File: src/rtl/id_ex_stage_pkg.sv
// Shared types for the MIPS pipeline: the decoded control bundle layout and
// the all-zero bubble that squashes an instruction in flight.
package mips_pipe_pkg;

    localparam int CTRL_W = 10;

    localparam int CB_REG_WRITE  = 9;
    localparam int CB_MEM_TO_REG = 8;
    localparam int CB_MEM_READ   = 7;
    localparam int CB_MEM_WRITE  = 6;
    localparam int CB_ALU_SRC    = 5;
    localparam int CB_REG_DST    = 4;
    localparam int CB_BRANCH     = 3;
    localparam int CB_ALU_OP_LSB = 0;

    // Field order matches the bit positions above, MSB first.
    typedef struct packed {
        logic       reg_write;
        logic       mem_to_reg;
        logic       mem_read;
        logic       mem_write;
        logic       alu_src;
        logic       reg_dst;
        logic       branch;
        logic [2:0] alu_op;
    } ctrl_t;

    localparam ctrl_t BUBBLE_CTRL = '0;

endpackage

File: src/rtl/id_ex_stage_if.sv
// ID/EX boundary bundle: decode-side inputs, execute-side registered outputs
// and the upstream freeze controls.
interface id_ex_if
    import mips_pipe_pkg::*;
#(
    parameter int DATA_W = 32,
    parameter int REG_W  = 5,
    parameter int CNT_W  = 16
);
    logic              id_valid;
    logic [DATA_W-1:0] id_pc4;
    logic [DATA_W-1:0] id_rs_data;
    logic [DATA_W-1:0] id_rt_data;
    logic [DATA_W-1:0] id_imm;
    logic [REG_W-1:0]  id_rs;
    logic [REG_W-1:0]  id_rt;
    logic [REG_W-1:0]  id_rd;
    logic              id_uses_rt;
    ctrl_t             id_ctrl;
    logic              ex_stall;
    logic              flush;

    logic              ex_valid;
    logic [DATA_W-1:0] ex_pc4;
    logic [DATA_W-1:0] ex_rs_data;
    logic [DATA_W-1:0] ex_rt_data;
    logic [DATA_W-1:0] ex_imm;
    logic [DATA_W-1:0] ex_br_target;
    logic [REG_W-1:0]  ex_rs;
    logic [REG_W-1:0]  ex_rt;
    logic [REG_W-1:0]  ex_dest;
    ctrl_t             ex_ctrl;
    logic              pc_write;
    logic              ifid_write;
    logic [CNT_W-1:0]  bubble_cnt;

    modport master (
        output id_valid, id_pc4, id_rs_data, id_rt_data, id_imm,
               id_rs, id_rt, id_rd, id_uses_rt, id_ctrl, ex_stall, flush,
        input  ex_valid, ex_pc4, ex_rs_data, ex_rt_data, ex_imm, ex_br_target,
               ex_rs, ex_rt, ex_dest, ex_ctrl, pc_write, ifid_write, bubble_cnt
    );

    modport slave (
        input  id_valid, id_pc4, id_rs_data, id_rt_data, id_imm,
               id_rs, id_rt, id_rd, id_uses_rt, id_ctrl, ex_stall, flush,
        output ex_valid, ex_pc4, ex_rs_data, ex_rt_data, ex_imm, ex_br_target,
               ex_rs, ex_rt, ex_dest, ex_ctrl, pc_write, ifid_write, bubble_cnt
    );

endinterface

File: src/rtl/id_ex_stage_hazard_detect.sv
// Combinational load-use hazard detection and the PC / IF-ID write enables.
module hazard_detect #(
    parameter int REG_W = 5
) (
    input  logic             id_valid_i,
    input  logic [REG_W-1:0] id_rs_i,
    input  logic [REG_W-1:0] id_rt_i,
    input  logic             id_uses_rt_i,
    input  logic             ex_valid_i,
    input  logic             ex_mem_read_i,
    input  logic [REG_W-1:0] ex_rt_i,
    input  logic             ex_stall_i,
    input  logic             flush_i,
    output logic             hazard_o,
    output logic             pc_write_o,
    output logic             ifid_write_o
);

    logic rt_nonzero;
    logic src_match;

    // $zero never carries a real dependency, so a load into it cannot stall.
    assign rt_nonzero = |ex_rt_i;
    assign src_match  = (ex_rt_i == id_rs_i) || (id_uses_rt_i && (ex_rt_i == id_rt_i));
    assign hazard_o   = id_valid_i && ex_valid_i && ex_mem_read_i && rt_nonzero && src_match;

    // A flush must let the fetch redirect through even while stalled.
    assign pc_write_o   = !(hazard_o || ex_stall_i) || flush_i;
    assign ifid_write_o = pc_write_o;

endmodule

File: src/rtl/id_ex_stage.sv
// ID/EX pipeline register: captures the decoded instruction, computes the
// branch target and write destination, and inserts bubbles on hazard/flush.
module id_ex_stage
    import mips_pipe_pkg::*;
#(
    parameter int DATA_W = 32,
    parameter int REG_W  = 5,
    parameter int CNT_W  = 16
) (
    input logic    clk,
    input logic    rst_n,
    id_ex_if.slave bus
);

    function automatic logic [CNT_W-1:0] sat_inc(input logic [CNT_W-1:0] cnt);
        return (&cnt) ? cnt : cnt + CNT_W'(1);
    endfunction

    logic              ex_valid_q,     ex_valid_d;
    ctrl_t             ex_ctrl_q,      ex_ctrl_d;
    logic [DATA_W-1:0] ex_pc4_q,       ex_pc4_d;
    logic [DATA_W-1:0] ex_rs_data_q,   ex_rs_data_d;
    logic [DATA_W-1:0] ex_rt_data_q,   ex_rt_data_d;
    logic [DATA_W-1:0] ex_imm_q,       ex_imm_d;
    logic [DATA_W-1:0] ex_br_target_q, ex_br_target_d;
    logic [REG_W-1:0]  ex_rs_q,        ex_rs_d;
    logic [REG_W-1:0]  ex_rt_q,        ex_rt_d;
    logic [REG_W-1:0]  ex_dest_q,      ex_dest_d;
    logic [CNT_W-1:0]  bubble_cnt_q,   bubble_cnt_d;

    logic                     hazard;
    logic                     load_en;
    logic                     bubble;
    ctrl_t                    id_ctrl;
    logic signed [DATA_W-1:0] imm_x4;
    logic [DATA_W-1:0]        br_target;
    logic [REG_W-1:0]         dest;

    hazard_detect #(
        .REG_W (REG_W)
    ) u_hazard_detect (
        .id_valid_i    (bus.id_valid),
        .id_rs_i       (bus.id_rs),
        .id_rt_i       (bus.id_rt),
        .id_uses_rt_i  (bus.id_uses_rt),
        .ex_valid_i    (ex_valid_q),
        .ex_mem_read_i (ex_ctrl_q.mem_read),
        .ex_rt_i       (ex_rt_q),
        .ex_stall_i    (bus.ex_stall),
        .flush_i       (bus.flush),
        .hazard_o      (hazard),
        .pc_write_o    (bus.pc_write),
        .ifid_write_o  (bus.ifid_write)
    );

    assign id_ctrl = bus.id_ctrl;

    // Word offset: the shift drops imm[31:30] and the add wraps modulo 2^DATA_W.
    assign imm_x4    = $signed(bus.id_imm) <<< 2;
    assign br_target = bus.id_pc4 + $unsigned(imm_x4);
    assign dest      = id_ctrl.reg_dst ? bus.id_rd : bus.id_rt;

    // Flush beats stall; stall beats hazard. Bubbles still load the data fields.
    assign load_en = bus.flush || !bus.ex_stall;
    assign bubble  = bus.flush || (!bus.ex_stall && hazard);

    always_comb begin
        ex_valid_d     = ex_valid_q;
        ex_ctrl_d      = ex_ctrl_q;
        ex_pc4_d       = ex_pc4_q;
        ex_rs_data_d   = ex_rs_data_q;
        ex_rt_data_d   = ex_rt_data_q;
        ex_imm_d       = ex_imm_q;
        ex_br_target_d = ex_br_target_q;
        ex_rs_d        = ex_rs_q;
        ex_rt_d        = ex_rt_q;
        ex_dest_d      = ex_dest_q;
        bubble_cnt_d   = bubble_cnt_q;

        if (load_en) begin
            ex_pc4_d       = bus.id_pc4;
            ex_rs_data_d   = bus.id_rs_data;
            ex_rt_data_d   = bus.id_rt_data;
            ex_imm_d       = bus.id_imm;
            ex_br_target_d = br_target;
            ex_rs_d        = bus.id_rs;
            ex_rt_d        = bus.id_rt;
            ex_dest_d      = dest;
            if (bubble) begin
                ex_valid_d   = 1'b0;
                ex_ctrl_d    = BUBBLE_CTRL;
                bubble_cnt_d = sat_inc(bubble_cnt_q);
            end else begin
                ex_valid_d = bus.id_valid;
                ex_ctrl_d  = bus.id_valid ? id_ctrl : BUBBLE_CTRL;
            end
        end
    end

    always_ff @(posedge clk or negedge rst_n) begin
        if (!rst_n) begin
            ex_valid_q     <= 1'b0;
            ex_ctrl_q      <= BUBBLE_CTRL;
            ex_pc4_q       <= '0;
            ex_rs_data_q   <= '0;
            ex_rt_data_q   <= '0;
            ex_imm_q       <= '0;
            ex_br_target_q <= '0;
            ex_rs_q        <= '0;
            ex_rt_q        <= '0;
            ex_dest_q      <= '0;
            bubble_cnt_q   <= '0;
        end else begin
            ex_valid_q     <= ex_valid_d;
            ex_ctrl_q      <= ex_ctrl_d;
            ex_pc4_q       <= ex_pc4_d;
            ex_rs_data_q   <= ex_rs_data_d;
            ex_rt_data_q   <= ex_rt_data_d;
            ex_imm_q       <= ex_imm_d;
            ex_br_target_q <= ex_br_target_d;
            ex_rs_q        <= ex_rs_d;
            ex_rt_q        <= ex_rt_d;
            ex_dest_q      <= ex_dest_d;
            bubble_cnt_q   <= bubble_cnt_d;
        end
    end

    assign bus.ex_valid     = ex_valid_q;
    assign bus.ex_ctrl      = ex_ctrl_q;
    assign bus.ex_pc4       = ex_pc4_q;
    assign bus.ex_rs_data   = ex_rs_data_q;
    assign bus.ex_rt_data   = ex_rt_data_q;
    assign bus.ex_imm       = ex_imm_q;
    assign bus.ex_br_target = ex_br_target_q;
    assign bus.ex_rs        = ex_rs_q;
    assign bus.ex_rt        = ex_rt_q;
    assign bus.ex_dest      = ex_dest_q;
    assign bus.bubble_cnt   = bubble_cnt_q;

endmodule

File: src/flat_wrapper.sv
// flat-port wrapper written by rule: the top's interface ports become plain ports
module id_ex_stage_flat import mips_pipe_pkg::*;
#(
    parameter int DATA_W = 32,
    parameter int REG_W  = 5,
    parameter int CNT_W  = 16
)
  (clk, rst_n, bus_id_valid, bus_id_pc4, bus_id_rs_data, bus_id_rt_data, bus_id_imm, bus_id_rs, bus_id_rt, bus_id_rd, bus_id_uses_rt, bus_id_ctrl, bus_ex_stall, bus_flush, bus_ex_valid, bus_ex_pc4, bus_ex_rs_data, bus_ex_rt_data, bus_ex_imm, bus_ex_br_target, bus_ex_rs, bus_ex_rt, bus_ex_dest, bus_ex_ctrl, bus_pc_write, bus_ifid_write, bus_bubble_cnt);
  id_ex_if #(.DATA_W(DATA_W), .REG_W(REG_W), .CNT_W(CNT_W)) bus_i ();
  input logic clk;
  input logic rst_n;
  input wire logic [$bits(bus_i.id_valid)-1:0] bus_id_valid;
  input wire logic [$bits(bus_i.id_pc4)-1:0] bus_id_pc4;
  input wire logic [$bits(bus_i.id_rs_data)-1:0] bus_id_rs_data;
  input wire logic [$bits(bus_i.id_rt_data)-1:0] bus_id_rt_data;
  input wire logic [$bits(bus_i.id_imm)-1:0] bus_id_imm;
  input wire logic [$bits(bus_i.id_rs)-1:0] bus_id_rs;
  input wire logic [$bits(bus_i.id_rt)-1:0] bus_id_rt;
  input wire logic [$bits(bus_i.id_rd)-1:0] bus_id_rd;
  input wire logic [$bits(bus_i.id_uses_rt)-1:0] bus_id_uses_rt;
  input wire logic [$bits(bus_i.id_ctrl)-1:0] bus_id_ctrl;
  input wire logic [$bits(bus_i.ex_stall)-1:0] bus_ex_stall;
  input wire logic [$bits(bus_i.flush)-1:0] bus_flush;
  output wire logic [$bits(bus_i.ex_valid)-1:0] bus_ex_valid;
  output wire logic [$bits(bus_i.ex_pc4)-1:0] bus_ex_pc4;
  output wire logic [$bits(bus_i.ex_rs_data)-1:0] bus_ex_rs_data;
  output wire logic [$bits(bus_i.ex_rt_data)-1:0] bus_ex_rt_data;
  output wire logic [$bits(bus_i.ex_imm)-1:0] bus_ex_imm;
  output wire logic [$bits(bus_i.ex_br_target)-1:0] bus_ex_br_target;
  output wire logic [$bits(bus_i.ex_rs)-1:0] bus_ex_rs;
  output wire logic [$bits(bus_i.ex_rt)-1:0] bus_ex_rt;
  output wire logic [$bits(bus_i.ex_dest)-1:0] bus_ex_dest;
  output wire logic [$bits(bus_i.ex_ctrl)-1:0] bus_ex_ctrl;
  output wire logic [$bits(bus_i.pc_write)-1:0] bus_pc_write;
  output wire logic [$bits(bus_i.ifid_write)-1:0] bus_ifid_write;
  output wire logic [$bits(bus_i.bubble_cnt)-1:0] bus_bubble_cnt;
  assign bus_i.id_valid = bus_id_valid;
  assign bus_i.id_pc4 = bus_id_pc4;
  assign bus_i.id_rs_data = bus_id_rs_data;
  assign bus_i.id_rt_data = bus_id_rt_data;
  assign bus_i.id_imm = bus_id_imm;
  assign bus_i.id_rs = bus_id_rs;
  assign bus_i.id_rt = bus_id_rt;
  assign bus_i.id_rd = bus_id_rd;
  assign bus_i.id_uses_rt = bus_id_uses_rt;
  assign bus_i.id_ctrl = bus_id_ctrl;
  assign bus_i.ex_stall = bus_ex_stall;
  assign bus_i.flush = bus_flush;
  assign bus_ex_valid = bus_i.ex_valid;
  assign bus_ex_pc4 = bus_i.ex_pc4;
  assign bus_ex_rs_data = bus_i.ex_rs_data;
  assign bus_ex_rt_data = bus_i.ex_rt_data;
  assign bus_ex_imm = bus_i.ex_imm;
  assign bus_ex_br_target = bus_i.ex_br_target;
  assign bus_ex_rs = bus_i.ex_rs;
  assign bus_ex_rt = bus_i.ex_rt;
  assign bus_ex_dest = bus_i.ex_dest;
  assign bus_ex_ctrl = bus_i.ex_ctrl;
  assign bus_pc_write = bus_i.pc_write;
  assign bus_ifid_write = bus_i.ifid_write;
  assign bus_bubble_cnt = bus_i.bubble_cnt;
  id_ex_stage #(.DATA_W(DATA_W), .REG_W(REG_W), .CNT_W(CNT_W)) u_core (.clk(clk), .rst_n(rst_n), .bus(bus_i));
endmodule
File: config.mk
export PLATFORM = sky130hd
export DESIGN_NAME = id_ex_stage_flat
export DESIGN_NICKNAME = d
export VERILOG_FILES = /design/src/rtl/id_ex_stage_pkg.sv /design/src/rtl/id_ex_stage_if.sv /design/src/rtl/id_ex_stage_hazard_detect.sv /design/src/rtl/id_ex_stage.sv /design/src/flat_wrapper.sv
export SDC_FILE = /design/constraint.sdc
export NUM_CORES = 1
export LEC_CHECK = 0
export ABC_CLOCK_PERIOD_IN_PS = 5300
export CORE_ASPECT_RATIO = 2
export CORE_MARGIN = 2
export CORE_UTILIZATION = 30
export DETAILED_ROUTE_END_ITERATION = 10
export PLACE_DENSITY = 0.6
export SYNTH_ARGS = -nofsm -noshare
export SYNTH_HDL_FRONTEND = slang
export SYNTH_HIERARCHICAL = 1
export SYNTH_SLANG_ARGS = --single-unit
File: constraint.sdc
create_clock -name clk -period 5.3 [get_ports clk]
set_clock_uncertainty 0.2 [all_clocks]
set_input_delay 1.59 -clock clk [delete_from_list [all_inputs] [get_ports clk]]
set_output_delay 1.59 -clock clk [all_outputs]
set_load 0.01 [all_outputs]
==> flow_summary.ini <==
[routing]
drcViolationCount = 0
vias = 8253
postRouteAntennaNets = 0
drt_iter0_drc = 335
wirelength_um = 31300
dr.pass1.iters = 4
wire_per_inst_um = 17.7
avgViaCountPerCell = 4.65

[floorplan]
die_y_um = 253
start_util_pct = 30.3
die_area_um2 = 32500
die_w_um = 129
ios = 363
rows = 91
core_um2 = 30700

[min_path]
hold_class = reg2reg

[clock_network]
clk_latency_ns = 0.45
cts_hold_buf = 0
cts_buffers = 17
cts_setup_buffers = 0
cts_sinks = 200
clock-root-buffer = clkbuf_16
cts.reportedPaths.clkPinSlew_ns = 0.07
cts_tree = built
cts_max_level = 4
clockBufferDepth = 2

[synthesis]
synth_area_leaders = dfrtp_1 (54%), nand2_1 (18%), ha_1 (4.0%), xor2_1 (2.5%), a21oi_1 (2.5%)
ys_seq_area_share_pct = 53.8
synth_area_um2 = 9310
synth-seq-cells = 200
syn-instance-count = 1043
synth.avg_cell_area_um2 = 8.92
syn_nets = 1233
async_flop_share_pct = 100
synthFlopType = dfrtp_1
synth_area_leader_cell = dfrtp_1
yosys_warnings = 6
synth_top_area_share_pct = 53.8
synth_edf_count = 0
yosys.cell_types.count = 69

[grt]
antenna_found_initial = 2
grt_pass1_vias = 8300
grt_max_degree = 119
grt.total_usage_pct = 19.1
grt_first_pass_wirelength_um = 47500
grt_overflow = 0

[setup_path]
crit_arrival_ns = 3.36
worstSetupEndpointType = primary output
start_kind = primary input
crit_type = in2out
critPathRequiredTime_ns = 3.51
crit_fanout = 2

[finish]
layoutNonFillerInstCount = 1774
regArea_um2 = 5000
syn2layout_area_growth_pct = 49.9
final_common_cell = nand2_1
drive_above_1_share_pct = 4.71
final_area_um2 = 13900
final_cell_mix = nand2_1 (456), clkdlybuf4s50_1 (359), dfrtp_1 (200)
multiInputGateArea_um2 = 4090
nFillCells = 3052
nNetsFinal = 1577
final_util_pct = 45.4

[timing]
rsz0062_at_grt = no
fin_crit_sh_pct = 97.2
min_period_ns = 5.15
worst_pin_slew_ns = 0.987
whs_ns = 0.265
setup_viol_count_final = 0
slew_violations = 0
finalSetupTns_ns = 0
max-slew-margin-rel_pct = 34.2
hold_viol = 0
fmax_mhz = 194

[placed_design]
gp_congestion = 0.855
place_hpwl_um = 23800
placed_area_um2 = 13300
portBuffers = 362
dp_cells = 1740

[run_status]
status = complete, no violations

[job]
maxCapViolCount = 0

[power_and_ir_drop]
peakVddDrop_mv = 0.208
p_leak_nw = 6.43
p_per_area_nw_per_um2 = 303
-- critical path: stages --
cell             delay (ns)
clkdlybuf4s50_1        0.43
xor2_1                 0.17
nor4_2                 0.35
a32oi_2                0.24
o31a_1                 0.30
dlygate4sd2_1          0.29
-- through the flow --
stage               total power (W)  setup slack [ns]
finish                      0.00422             0.146
global route                0.00446            0.0897
CTS                         0.00430             0.137
detailed placement          0.00295            -0.203
global placement            0.00293            -0.135
floorplan                   0.00228             0.905
-- where the power goes --
group	leakage (nW)	internal, W	switching, W	total [W]
clock network	0.275	0.000687	0.000633	0.00132
registers	2.41	0.00169	0.000114	0.00181
logic	3.74	0.000573	0.000522	0.00110
total	6.43	0.00295	0.00127	0.00422
-- per-layer routing --
| layer | vias to the layer above | global-route usage, % | wire, µm | share of wire (%) |
|---|---|---|---|---|
| li1 | 4107 | - | - | - |
| met1 | 3869 | 20.2 | 11400 | 37 |
| met2 | 225 | 35.5 | 17200 | 55 |
| met3 | 52 | 4.25 | 1560 | 5.0 |
| met4 | 0 | 8.88 | 1150 | 3.7 |
| met5 | - | 0 | 0 | 0 |
-- kinds of logic (layout without fill, tap and decap cells) --
group / count (synthesis) / count (layout) / synth area share [%]
and+or+nand+nor: 559 / 559 / 23.9
AOI/OAI and AO/OA: 139 / 139 / 10.3
buffers and inverters: 60 / 417 / 2.54
xor gates and xnor gates: 46 / 46 / 4.33
muxes: 8 / 8 / 0.887
DFF: 200 / 200 / 53.8
other: 0 / 2 / 0
adders and majority gates: 31 / 31 / 4.25
-- flip-flops by register name, indices dropped and copies added (netlist names) --
name and count:
u_core/bus.ex_ctrl 10, u_core/bus.ex_rs 5, u_core/bus.ex_pc4 32, u_core/bus.ex_valid 1, u_core/bus.bubble_cnt 16, u_core/bus.ex_rt 5, u_core/bus.ex_dest 5, u_core/bus.ex_rt_data 32
u_core/bus.ex_rs_data 32, u_core/bus.ex_imm 32, u_core/bus.ex_br_target 30
-- cell usage after synthesis (3+ instances only) --
cell / n
inv_1: 10
o21ai_0: 19
clkbuf_1: 45
a31oi_1: 5
mux2i_1: 6
nand3_1: 8
xnor2_1: 19
ha_1: 30
a21o_1: 8
a211oi_1: 3
nand4_1: 12
xor2_1: 27
dfrtp_1: 200
nor2b_1: 3
nand2_1: 456
nor2_1: 50
a22o_1: 10
o21a_1: 6
a21oi_1: 46
nor3_1: 10
o21ai_1: 7
nand2b_1: 5
buf_4: 3
and3_1: 4
-- repair_timing --
item	4_1_cts	5_1_grt
setup endpoints to repair	2	0
hold endpoints to repair	0	0
gates resized for setup	4	0
-- final timing paths --
kind	from	endpoint	slack, ns	depth (start not counted)
worst max register to register	u_core/bus.ex_rt[3]$_DFFE_PN0N_	u_core/bus.bubble_cnt[13]$_DFFE_PN0P_	2.26	10
worst max-delay path	bus_id_rt[3]	bus_pc_write	0.15	6
min in group asynchronous	rst_n	u_core/bus.ex_rs[2]$_DFFE_PN0N_	0.96	1
worst min register to register	u_core/bus.ex_pc4[15]$_DFFE_PN0N_	u_core/bus.ex_pc4[15]$_DFFE_PN0N_	0.26	2
worst min-delay path	u_core/bus.ex_pc4[15]$_DFFE_PN0N_	u_core/bus.ex_pc4[15]$_DFFE_PN0N_	0.26	2
max in group asynchronous	rst_n	u_core/bus.ex_pc4[20]$_DFFE_PN0N_	3.01	2
-- final cells by class --
type | instances | area share, %
antenna | 2 | 0.0359
timing repair buffer | 375 | 26.9
clock inverter | 13 | 0.987
inverter | 10 | 0.269
sequential | 200 | 35.9
clock buffer | 19 | 3.25
multi-input combinational | 783 | 29.3
tap | 372 | 3.34
(Power assumes the default switching activity.)
